[src/rtl/mainfsm_pkg.sv]
// Shared types and encodings for the multicycle main controller.
package mc_pkg;

    localparam int unsigned OP_W  = 7;
    localparam int unsigned IMM_W = 3;
    localparam int unsigned SEL_W = 2;

    typedef enum logic [3:0] {
        S_FETCH,
        S_DECODE,
        S_MEMADR,
        S_MEMREAD,
        S_MEMWB,
        S_MEMWRITE,
        S_EXECR,
        S_EXECI,
        S_ALUWB,
        S_BRANCH,
        S_JAL,
        S_JALR,
        S_LINK,
        S_LUI,
        S_ILLEGAL
    } state_e;

    localparam logic [OP_W-1:0] OP_LOAD   = 7'b0000011;
    localparam logic [OP_W-1:0] OP_STORE  = 7'b0100011;
    localparam logic [OP_W-1:0] OP_RTYPE  = 7'b0110011;
    localparam logic [OP_W-1:0] OP_ITYPE  = 7'b0010011;
    localparam logic [OP_W-1:0] OP_BRANCH = 7'b1100011;
    localparam logic [OP_W-1:0] OP_JAL    = 7'b1101111;
    localparam logic [OP_W-1:0] OP_JALR   = 7'b1100111;
    localparam logic [OP_W-1:0] OP_LUI    = 7'b0110111;

    localparam logic [SEL_W-1:0] RES_ALUOUT    = 2'b00;
    localparam logic [SEL_W-1:0] RES_DATA      = 2'b01;
    localparam logic [SEL_W-1:0] RES_ALURESULT = 2'b10;
    localparam logic [SEL_W-1:0] RES_IMMEXT    = 2'b11;

    localparam logic [SEL_W-1:0] SRCA_PC    = 2'b00;
    localparam logic [SEL_W-1:0] SRCA_OLDPC = 2'b01;
    localparam logic [SEL_W-1:0] SRCA_RD1   = 2'b10;

    localparam logic [SEL_W-1:0] SRCB_RD2  = 2'b00;
    localparam logic [SEL_W-1:0] SRCB_IMM  = 2'b01;
    localparam logic [SEL_W-1:0] SRCB_FOUR = 2'b10;

    localparam logic [SEL_W-1:0] ALUOP_ADD    = 2'b00;
    localparam logic [SEL_W-1:0] ALUOP_BRANCH = 2'b01;
    localparam logic [SEL_W-1:0] ALUOP_FUNCT  = 2'b10;

    localparam logic [IMM_W-1:0] IMM_I = 3'b000;
    localparam logic [IMM_W-1:0] IMM_S = 3'b001;
    localparam logic [IMM_W-1:0] IMM_B = 3'b010;
    localparam logic [IMM_W-1:0] IMM_J = 3'b011;
    localparam logic [IMM_W-1:0] IMM_U = 3'b100;

    typedef struct packed {
        logic             pc_write;
        logic             adr_src;
        logic             mem_write;
        logic             ir_write;
        logic [SEL_W-1:0] result_src;
        logic [SEL_W-1:0] alu_src_a;
        logic [SEL_W-1:0] alu_src_b;
        logic [SEL_W-1:0] alu_op;
        logic             reg_write;
        logic             illegal;
    } ctrl_t;

    // Dispatch target out of DECODE; anything unsupported traps.
    function automatic state_e decode_next(input logic [OP_W-1:0] op);
        case (op)
            OP_LOAD, OP_STORE: decode_next = S_MEMADR;
            OP_RTYPE:          decode_next = S_EXECR;
            OP_ITYPE:          decode_next = S_EXECI;
            OP_BRANCH:         decode_next = S_BRANCH;
            OP_JAL:            decode_next = S_JAL;
            OP_JALR:           decode_next = S_JALR;
            OP_LUI:            decode_next = S_LUI;
            default:           decode_next = S_ILLEGAL;
        endcase
    endfunction

endpackage

[src/rtl/mainfsm_if.sv]
// Controller <-> datapath bundle: opcode/status in, control strobes out.
interface mainfsm_if import mc_pkg::*; ();
    logic [OP_W-1:0]  op;
    logic             br_taken;
    logic             mem_ready;
    logic             pc_write;
    logic             adr_src;
    logic             mem_write;
    logic             ir_write;
    logic [SEL_W-1:0] result_src;
    logic [SEL_W-1:0] alu_src_a;
    logic [SEL_W-1:0] alu_src_b;
    logic [SEL_W-1:0] alu_op;
    logic             reg_write;
    logic [IMM_W-1:0] imm_src;
    logic             illegal;

    modport master (
        input  op, br_taken, mem_ready,
        output pc_write, adr_src, mem_write, ir_write, result_src,
               alu_src_a, alu_src_b, alu_op, reg_write, imm_src, illegal
    );

    modport slave (
        output op, br_taken, mem_ready,
        input  pc_write, adr_src, mem_write, ir_write, result_src,
               alu_src_a, alu_src_b, alu_op, reg_write, imm_src, illegal
    );
endinterface

[src/rtl/mainfsm_instrdec.sv]
// Immediate-format select decoded combinationally from the opcode.
module instrdec import mc_pkg::*; (
    input  logic [OP_W-1:0]  op,
    output logic [IMM_W-1:0] imm_src
);
    always_comb begin
        imm_src = IMM_I;
        case (op)
            OP_STORE:  imm_src = IMM_S;
            OP_BRANCH: imm_src = IMM_B;
            OP_JAL:    imm_src = IMM_J;
            OP_LUI:    imm_src = IMM_U;
            default:   imm_src = IMM_I;
        endcase
    end
endmodule

[src/rtl/mainfsm.sv]
// Multicycle RISC-V main controller (Moore FSM).
// Optional MEM_WAIT_EN: FETCH/MEMREAD/MEMWRITE stall until mem_ready.
module mainfsm import mc_pkg::*; (
    input  logic      clk,
    input  logic      reset_n,
    mainfsm_if.master bus
);
    state_e           state_q, state_d;
    ctrl_t            ctrl, ctrl_out;
    logic             mem_ok;
    logic [IMM_W-1:0] imm_raw;

`ifdef MEM_WAIT_EN
    assign mem_ok = bus.mem_ready;
`else
    logic unused_mem_ready;
    assign mem_ok           = 1'b1;
    assign unused_mem_ready = bus.mem_ready;
`endif

    instrdec u_instrdec (
        .op      (bus.op),
        .imm_src (imm_raw)
    );

    always_ff @(posedge clk or negedge reset_n) begin
        if (!reset_n) state_q <= S_FETCH;
        else          state_q <= state_d;
    end

    always_comb begin
        state_d = state_q;
        ctrl    = '0;
        case (state_q)
            S_FETCH: begin
                ctrl.ir_write   = mem_ok;
                ctrl.pc_write   = mem_ok;
                ctrl.alu_src_a  = SRCA_PC;
                ctrl.alu_src_b  = SRCB_FOUR;
                ctrl.alu_op     = ALUOP_ADD;
                ctrl.result_src = RES_ALURESULT;
                if (mem_ok) state_d = S_DECODE;
            end
            S_DECODE: begin
                ctrl.alu_src_a = SRCA_OLDPC;
                ctrl.alu_src_b = SRCB_IMM;
                ctrl.alu_op    = ALUOP_ADD;
                state_d        = decode_next(bus.op);
            end
            S_MEMADR: begin
                ctrl.alu_src_a = SRCA_RD1;
                ctrl.alu_src_b = SRCB_IMM;
                ctrl.alu_op    = ALUOP_ADD;
                state_d        = (bus.op == OP_LOAD) ? S_MEMREAD : S_MEMWRITE;
            end
            S_MEMREAD: begin
                ctrl.adr_src = 1'b1;
                if (mem_ok) state_d = S_MEMWB;
            end
            S_MEMWB: begin
                ctrl.result_src = RES_DATA;
                ctrl.reg_write  = 1'b1;
                state_d         = S_FETCH;
            end
            S_MEMWRITE: begin
                ctrl.adr_src   = 1'b1;
                ctrl.mem_write = 1'b1;
                if (mem_ok) state_d = S_FETCH;
            end
            S_EXECR, S_EXECI: begin
                ctrl.alu_src_a = SRCA_RD1;
                ctrl.alu_src_b = (state_q == S_EXECI) ? SRCB_IMM : SRCB_RD2;
                ctrl.alu_op    = ALUOP_FUNCT;
                state_d        = S_ALUWB;
            end
            S_ALUWB: begin
                ctrl.result_src = RES_ALUOUT;
                ctrl.reg_write  = 1'b1;
                state_d         = S_FETCH;
            end
            S_BRANCH: begin
                ctrl.alu_src_a  = SRCA_RD1;
                ctrl.alu_src_b  = SRCB_RD2;
                ctrl.alu_op     = ALUOP_BRANCH;
                ctrl.result_src = RES_ALUOUT;
                ctrl.pc_write   = bus.br_taken;
                state_d         = S_FETCH;
            end
            S_JALR: begin
                ctrl.alu_src_a  = SRCA_RD1;
                ctrl.alu_src_b  = SRCB_IMM;
                ctrl.alu_op     = ALUOP_ADD;
                ctrl.result_src = RES_ALURESULT;
                ctrl.pc_write   = 1'b1;
                state_d         = S_LINK;
            end
            // JAL redirects the PC; LINK only computes OldPC+4 for the writeback.
            S_JAL, S_LINK: begin
                ctrl.alu_src_a  = SRCA_OLDPC;
                ctrl.alu_src_b  = SRCB_FOUR;
                ctrl.alu_op     = ALUOP_ADD;
                ctrl.result_src = RES_ALUOUT;
                ctrl.pc_write   = (state_q == S_JAL);
                state_d         = S_ALUWB;
            end
            S_LUI: begin
                ctrl.result_src = RES_IMMEXT;
                ctrl.reg_write  = 1'b1;
                state_d         = S_FETCH;
            end
            S_ILLEGAL: begin
                ctrl.illegal = 1'b1;
                state_d      = S_ILLEGAL;
            end
            default: state_d = S_FETCH;
        endcase
    end

    // Outputs are squashed while reset is held so no strobe leaks out.
    assign ctrl_out       = reset_n ? ctrl : '0;
    assign bus.imm_src    = reset_n ? imm_raw : '0;
    assign bus.pc_write   = ctrl_out.pc_write;
    assign bus.adr_src    = ctrl_out.adr_src;
    assign bus.mem_write  = ctrl_out.mem_write;
    assign bus.ir_write   = ctrl_out.ir_write;
    assign bus.result_src = ctrl_out.result_src;
    assign bus.alu_src_a  = ctrl_out.alu_src_a;
    assign bus.alu_src_b  = ctrl_out.alu_src_b;
    assign bus.alu_op     = ctrl_out.alu_op;
    assign bus.reg_write  = ctrl_out.reg_write;
    assign bus.illegal    = ctrl_out.illegal;

endmodule

[src/flat_wrapper.sv]
// flat-port wrapper written by rule: the top's interface ports become plain ports
module mainfsm_flat import mc_pkg::*;
  (clk, reset_n, bus_op, bus_br_taken, bus_mem_ready, bus_pc_write, bus_adr_src, bus_mem_write, bus_ir_write, bus_result_src, bus_alu_src_a, bus_alu_src_b, bus_alu_op, bus_reg_write, bus_imm_src, bus_illegal);
  mainfsm_if bus_i ();
  input  logic clk;
  input  logic reset_n;
  input wire logic [$bits(bus_i.op)-1:0] bus_op;
  input wire logic [$bits(bus_i.br_taken)-1:0] bus_br_taken;
  input wire logic [$bits(bus_i.mem_ready)-1:0] bus_mem_ready;
  output wire logic [$bits(bus_i.pc_write)-1:0] bus_pc_write;
  output wire logic [$bits(bus_i.adr_src)-1:0] bus_adr_src;
  output wire logic [$bits(bus_i.mem_write)-1:0] bus_mem_write;
  output wire logic [$bits(bus_i.ir_write)-1:0] bus_ir_write;
  output wire logic [$bits(bus_i.result_src)-1:0] bus_result_src;
  output wire logic [$bits(bus_i.alu_src_a)-1:0] bus_alu_src_a;
  output wire logic [$bits(bus_i.alu_src_b)-1:0] bus_alu_src_b;
  output wire logic [$bits(bus_i.alu_op)-1:0] bus_alu_op;
  output wire logic [$bits(bus_i.reg_write)-1:0] bus_reg_write;
  output wire logic [$bits(bus_i.imm_src)-1:0] bus_imm_src;
  output wire logic [$bits(bus_i.illegal)-1:0] bus_illegal;
  assign bus_i.op = bus_op;
  assign bus_i.br_taken = bus_br_taken;
  assign bus_i.mem_ready = bus_mem_ready;
  assign bus_pc_write = bus_i.pc_write;
  assign bus_adr_src = bus_i.adr_src;
  assign bus_mem_write = bus_i.mem_write;
  assign bus_ir_write = bus_i.ir_write;
  assign bus_result_src = bus_i.result_src;
  assign bus_alu_src_a = bus_i.alu_src_a;
  assign bus_alu_src_b = bus_i.alu_src_b;
  assign bus_alu_op = bus_i.alu_op;
  assign bus_reg_write = bus_i.reg_write;
  assign bus_imm_src = bus_i.imm_src;
  assign bus_illegal = bus_i.illegal;
  mainfsm u_core (.clk(clk), .reset_n(reset_n), .bus(bus_i));
endmodule
[config.mk]
export PLATFORM = sky130hd
export DESIGN_NAME = mainfsm_flat
export DESIGN_NICKNAME = d
export VERILOG_FILES = /design/src/rtl/mainfsm_pkg.sv /design/src/rtl/mainfsm_if.sv /design/src/rtl/mainfsm_instrdec.sv /design/src/rtl/mainfsm.sv /design/src/flat_wrapper.sv
export SDC_FILE = /design/constraint.sdc
export NUM_CORES = 1
export LEC_CHECK = 0
export ABC_AREA = 1
export CAP_MARGIN = 0
export CELL_PAD_IN_SITES_DETAIL_PLACEMENT = 1
export CELL_PAD_IN_SITES_GLOBAL_PLACEMENT = 1
export CORE_UTILIZATION = 26
export DETAILED_ROUTE_END_ITERATION = 8
export PLACE_DENSITY = 0.81
export SETUP_SLACK_MARGIN = 0.2
export SLEW_MARGIN = 20
export SYNTH_ARGS = -nofsm -noshare
export SYNTH_HDL_FRONTEND = slang
export SYNTH_SLANG_ARGS = --single-unit
[constraint.sdc]
create_clock -name clk -period 3.1 [get_ports clk]
set_clock_uncertainty 0.15 [all_clocks]
set_input_delay 0.775 -clock clk [delete_from_list [all_inputs] [get_ports clk]]
set_output_delay 0.775 -clock clk [all_outputs]
set_load 0.02 [all_outputs]
==> summary.md <==
| Metric | Value |
|---|---|
| Largest net degree at the start of global routing | `8` |
| Via Count | `901` |
| # port buffers | `26` |
| CP endpoint kind | `output port` |
| CTS H-tree lvls | `1` |
| Drt drc | `0` |
| Post-Syn Nets | `124` |
| Final non-filler cell total | `189` |
| Post-synth EDFFs | `0` |
| GRT overflow | `0` |
| Flip-flop and latch count after synthesis | `4` |
| Synthesis Warnings | `0` |
| Lkg Pwr | `0.610 nW` |
| CP arrival | `1.98 ns` |
| Regs by FF count | `u_core.state_q (4)` |
| Clock transition at path regs | `0.04 ns` |
| Biggest register | `u_core.state_q` |
| Die width | `49.6 um` |
| Synth top area share | `17.9%` |
| Vias in the first global route | `930` |
| Clk buf depth | `2` |
| Drt pass-1 iters | `4` |
| Fmax | `344 MHz` |
| Mapped Avg Cell Area | `5.20 um^2` |
| CORE AREA | `0.00204 mm^2` |
| Share of layout cells above drive strength 1 | `32.7%` |
| Gpl congestion | `0.869` |
| CTS tree | `done` |
| CP Class | `primary input to output port` |
| 1st-iter DRT viols | `9` |
| Full die area | `0.00246 mm^2` |
| Inst Count DP | `181` |
| Pwr Density | `578 mW/mm^2` |
| Worst slack, placed | `-0.276 ns` |
| Post-layout minimum cycle time | `2.91 ns` |
| Count of unique library cells instantiated by Yosys | `23` |
| DRT Wirelength | `2.38 mm` |
| FILL cells | `308` |
| RSZ-0062 raised after global routing | `yes` |
| Final hold vios | `0` |
| Worst setup margin | `0.195 ns` |
| DP Area | `998 um^2` |
| CTS Hold Bufs | `0` |
| # rows | `16` |
| Synth Cell Area | `588 um^2` |
| Status | `finished, final reports clean` |
| HPWL after DPL | `1.81 mm` |
| Post-synth ARST share | `100%` |
| Final nets | `175` |
| Most frequent cells after synthesis | `nand2_1, nor2_1, inv_1` |
| Fin Setup TNS | `0 ns` |
| Area Overhead vs Synth | `86.2%` |
| Max reg flops | `4` |
| Vias per cell | `4.77` |
| Worst-margin pin slew | `0.263 ns` |
| Antenna cells | `0` |
| Synth top area cells | `nand2_1, dfrtp_1, nor2_1, inv_1, inv_2` |
| All-Layer GR Usage | `21.1%` |
| Starting Density | `28.8%` |
| Clock buffer count from CTS | `3` |
| Antenna viol nets, final | `0` |
| Crit path required time | `2.17 ns` |
| Slew headroom | `82.4%` |
| Most frequent cell after synthesis | `nand2_1` |
| Fin crit share | `93.7%` |
| Top Ports | `28` |
| Peak supply drop | `249 uV` |
| Crit path max fanout | `3` |
| Primary FF master, synth | `dfrtp_1` |
| Max-slew violation count | `0` |
| Post-layout util | `53.6%` |
| Clock Tree Root | `clkbuf_4` |
| Initial antenna violation count | `0` |
| Max Cap Viol | `0` |
| Synth Instances | `113` |
| DR WL/cell | `12.6 um` |
| Hold/Removal Path Class | `primary input to asynchronous set/reset pin` |
| Setup violators final | `0` |
| Skew-Pair Late Insertion Delay | `0.24 ns` |
| CP Launch Type | `primary input` |
| Finished Cell Area | `0.00109 mm^2` |
| Die span in y | `49.6 um` |
| Leading area contributor after synthesis | `nand2_1` |
| Seq/Total Area, Yosys | `17.0%` |
| First-pass GRT wire length | `4.06 mm` |
| TritonCTS Sinks | `4` |
==> logic make-up (layout without fill, tap and decap cells) <==
logic type	count (synthesis)	after routing	synth area share, %
AOI/OAI and AO/OA	18	18	18.9
DFF	4	4	17.0
and+or+nand+nor	68	68	49.4
buffers and inverters	23	72	14.7
==> path summary, 6_finish.rpt <==
| kind | from | to | slack [ns] | cells past startpoint |
|---|---|---|---|---|
| setup / recovery | bus_op[2] | bus_imm_src[0] | 0.19 | 6 |
| hold / removal | reset_n | u_core.state_q[1] | 0.51 | 2 |
| setup reg to reg | u_core.state_q[2] | u_core.state_q[0] | 1.71 | 5 |
| hold reg to reg | u_core.state_q[0] | u_core.state_q[0] | 0.51 | 1 |
| max in group asynchronous | reset_n | u_core.state_q[2] | 2.17 | 2 |
| min in group clk | u_core.state_q[0] | u_core.state_q[0] | 0.51 | 1 |
==> metal layers <==
metal | wire [um] | vias up | part of all wire [%] | global-route usage, %
li1 | - | 455 | - | -
met1 | 944 | 421 | 40 | 22.0
met2 | 1370 | 25 | 58 | 44.4
met3 | 64 | 0 | 2.7 | 1.23
met4 | 0 | 0 | 0 | 4.29
met5 | 0 | - | 0 | 0
==> report_power, final <==
part	switching (mW)	internal (mW)
registers	0.0291	0.0766
clock network	0.0234	0.0435
logic	0.292	0.168
==> cell usage in the layout (no fill, tap or decap), types with 3 or more instances in the layout <==
master	instances
nand2_1	26
buf_4	21
nor2_1	20
dlygate4sd2_1	13
inv_1	11
inv_2	10
clkdlybuf4s50_1	7
nor3_1	5
nand3_1	5
a21oi_2	4
dfrtp_1	4
nor2_2	3
o21ai_1	3
a21oi_1	3
clkbuf_4	3
==> metrics by stage <==
stage               power, mW  hold slack (ns)
finish                  0.633            0.507
global route            0.696            0.508
CTS                     0.627            0.498
detailed placement      0.584            0.515
global placement        0.570            0.489
floorplan               0.385            0.329
==> cell type report <==
class	instances	area [um^2]	area share [%]
Tap cell	27	33.8	3.09
Timing Repair Buffer	47	408	37.3
Multi-Input combinational cell	86	444	40.6
Sequential cell	4	100	9.14
Inverter	22	86.3	7.89
Clock buffer	3	22.5	2.06
==> timing repair <==
| item | CTS | global route |
|---|---|---|
| resized for setup | 30 | 17 |
| setup buffers | 4 | 1 |
| pin swaps | 0 | 3 |
| endpoints found under the setup margin | 17 | 4 |
==> critical path: stages <==
cell and delay [ns]:
clkdlybuf4s50_1 0.45, nor2_1 0.13, nand2_1 0.08, or2_2 0.28, a21oi_2 0.12, buf_4 0.15
No activity file was read; power rests on OpenSTA's default activity.
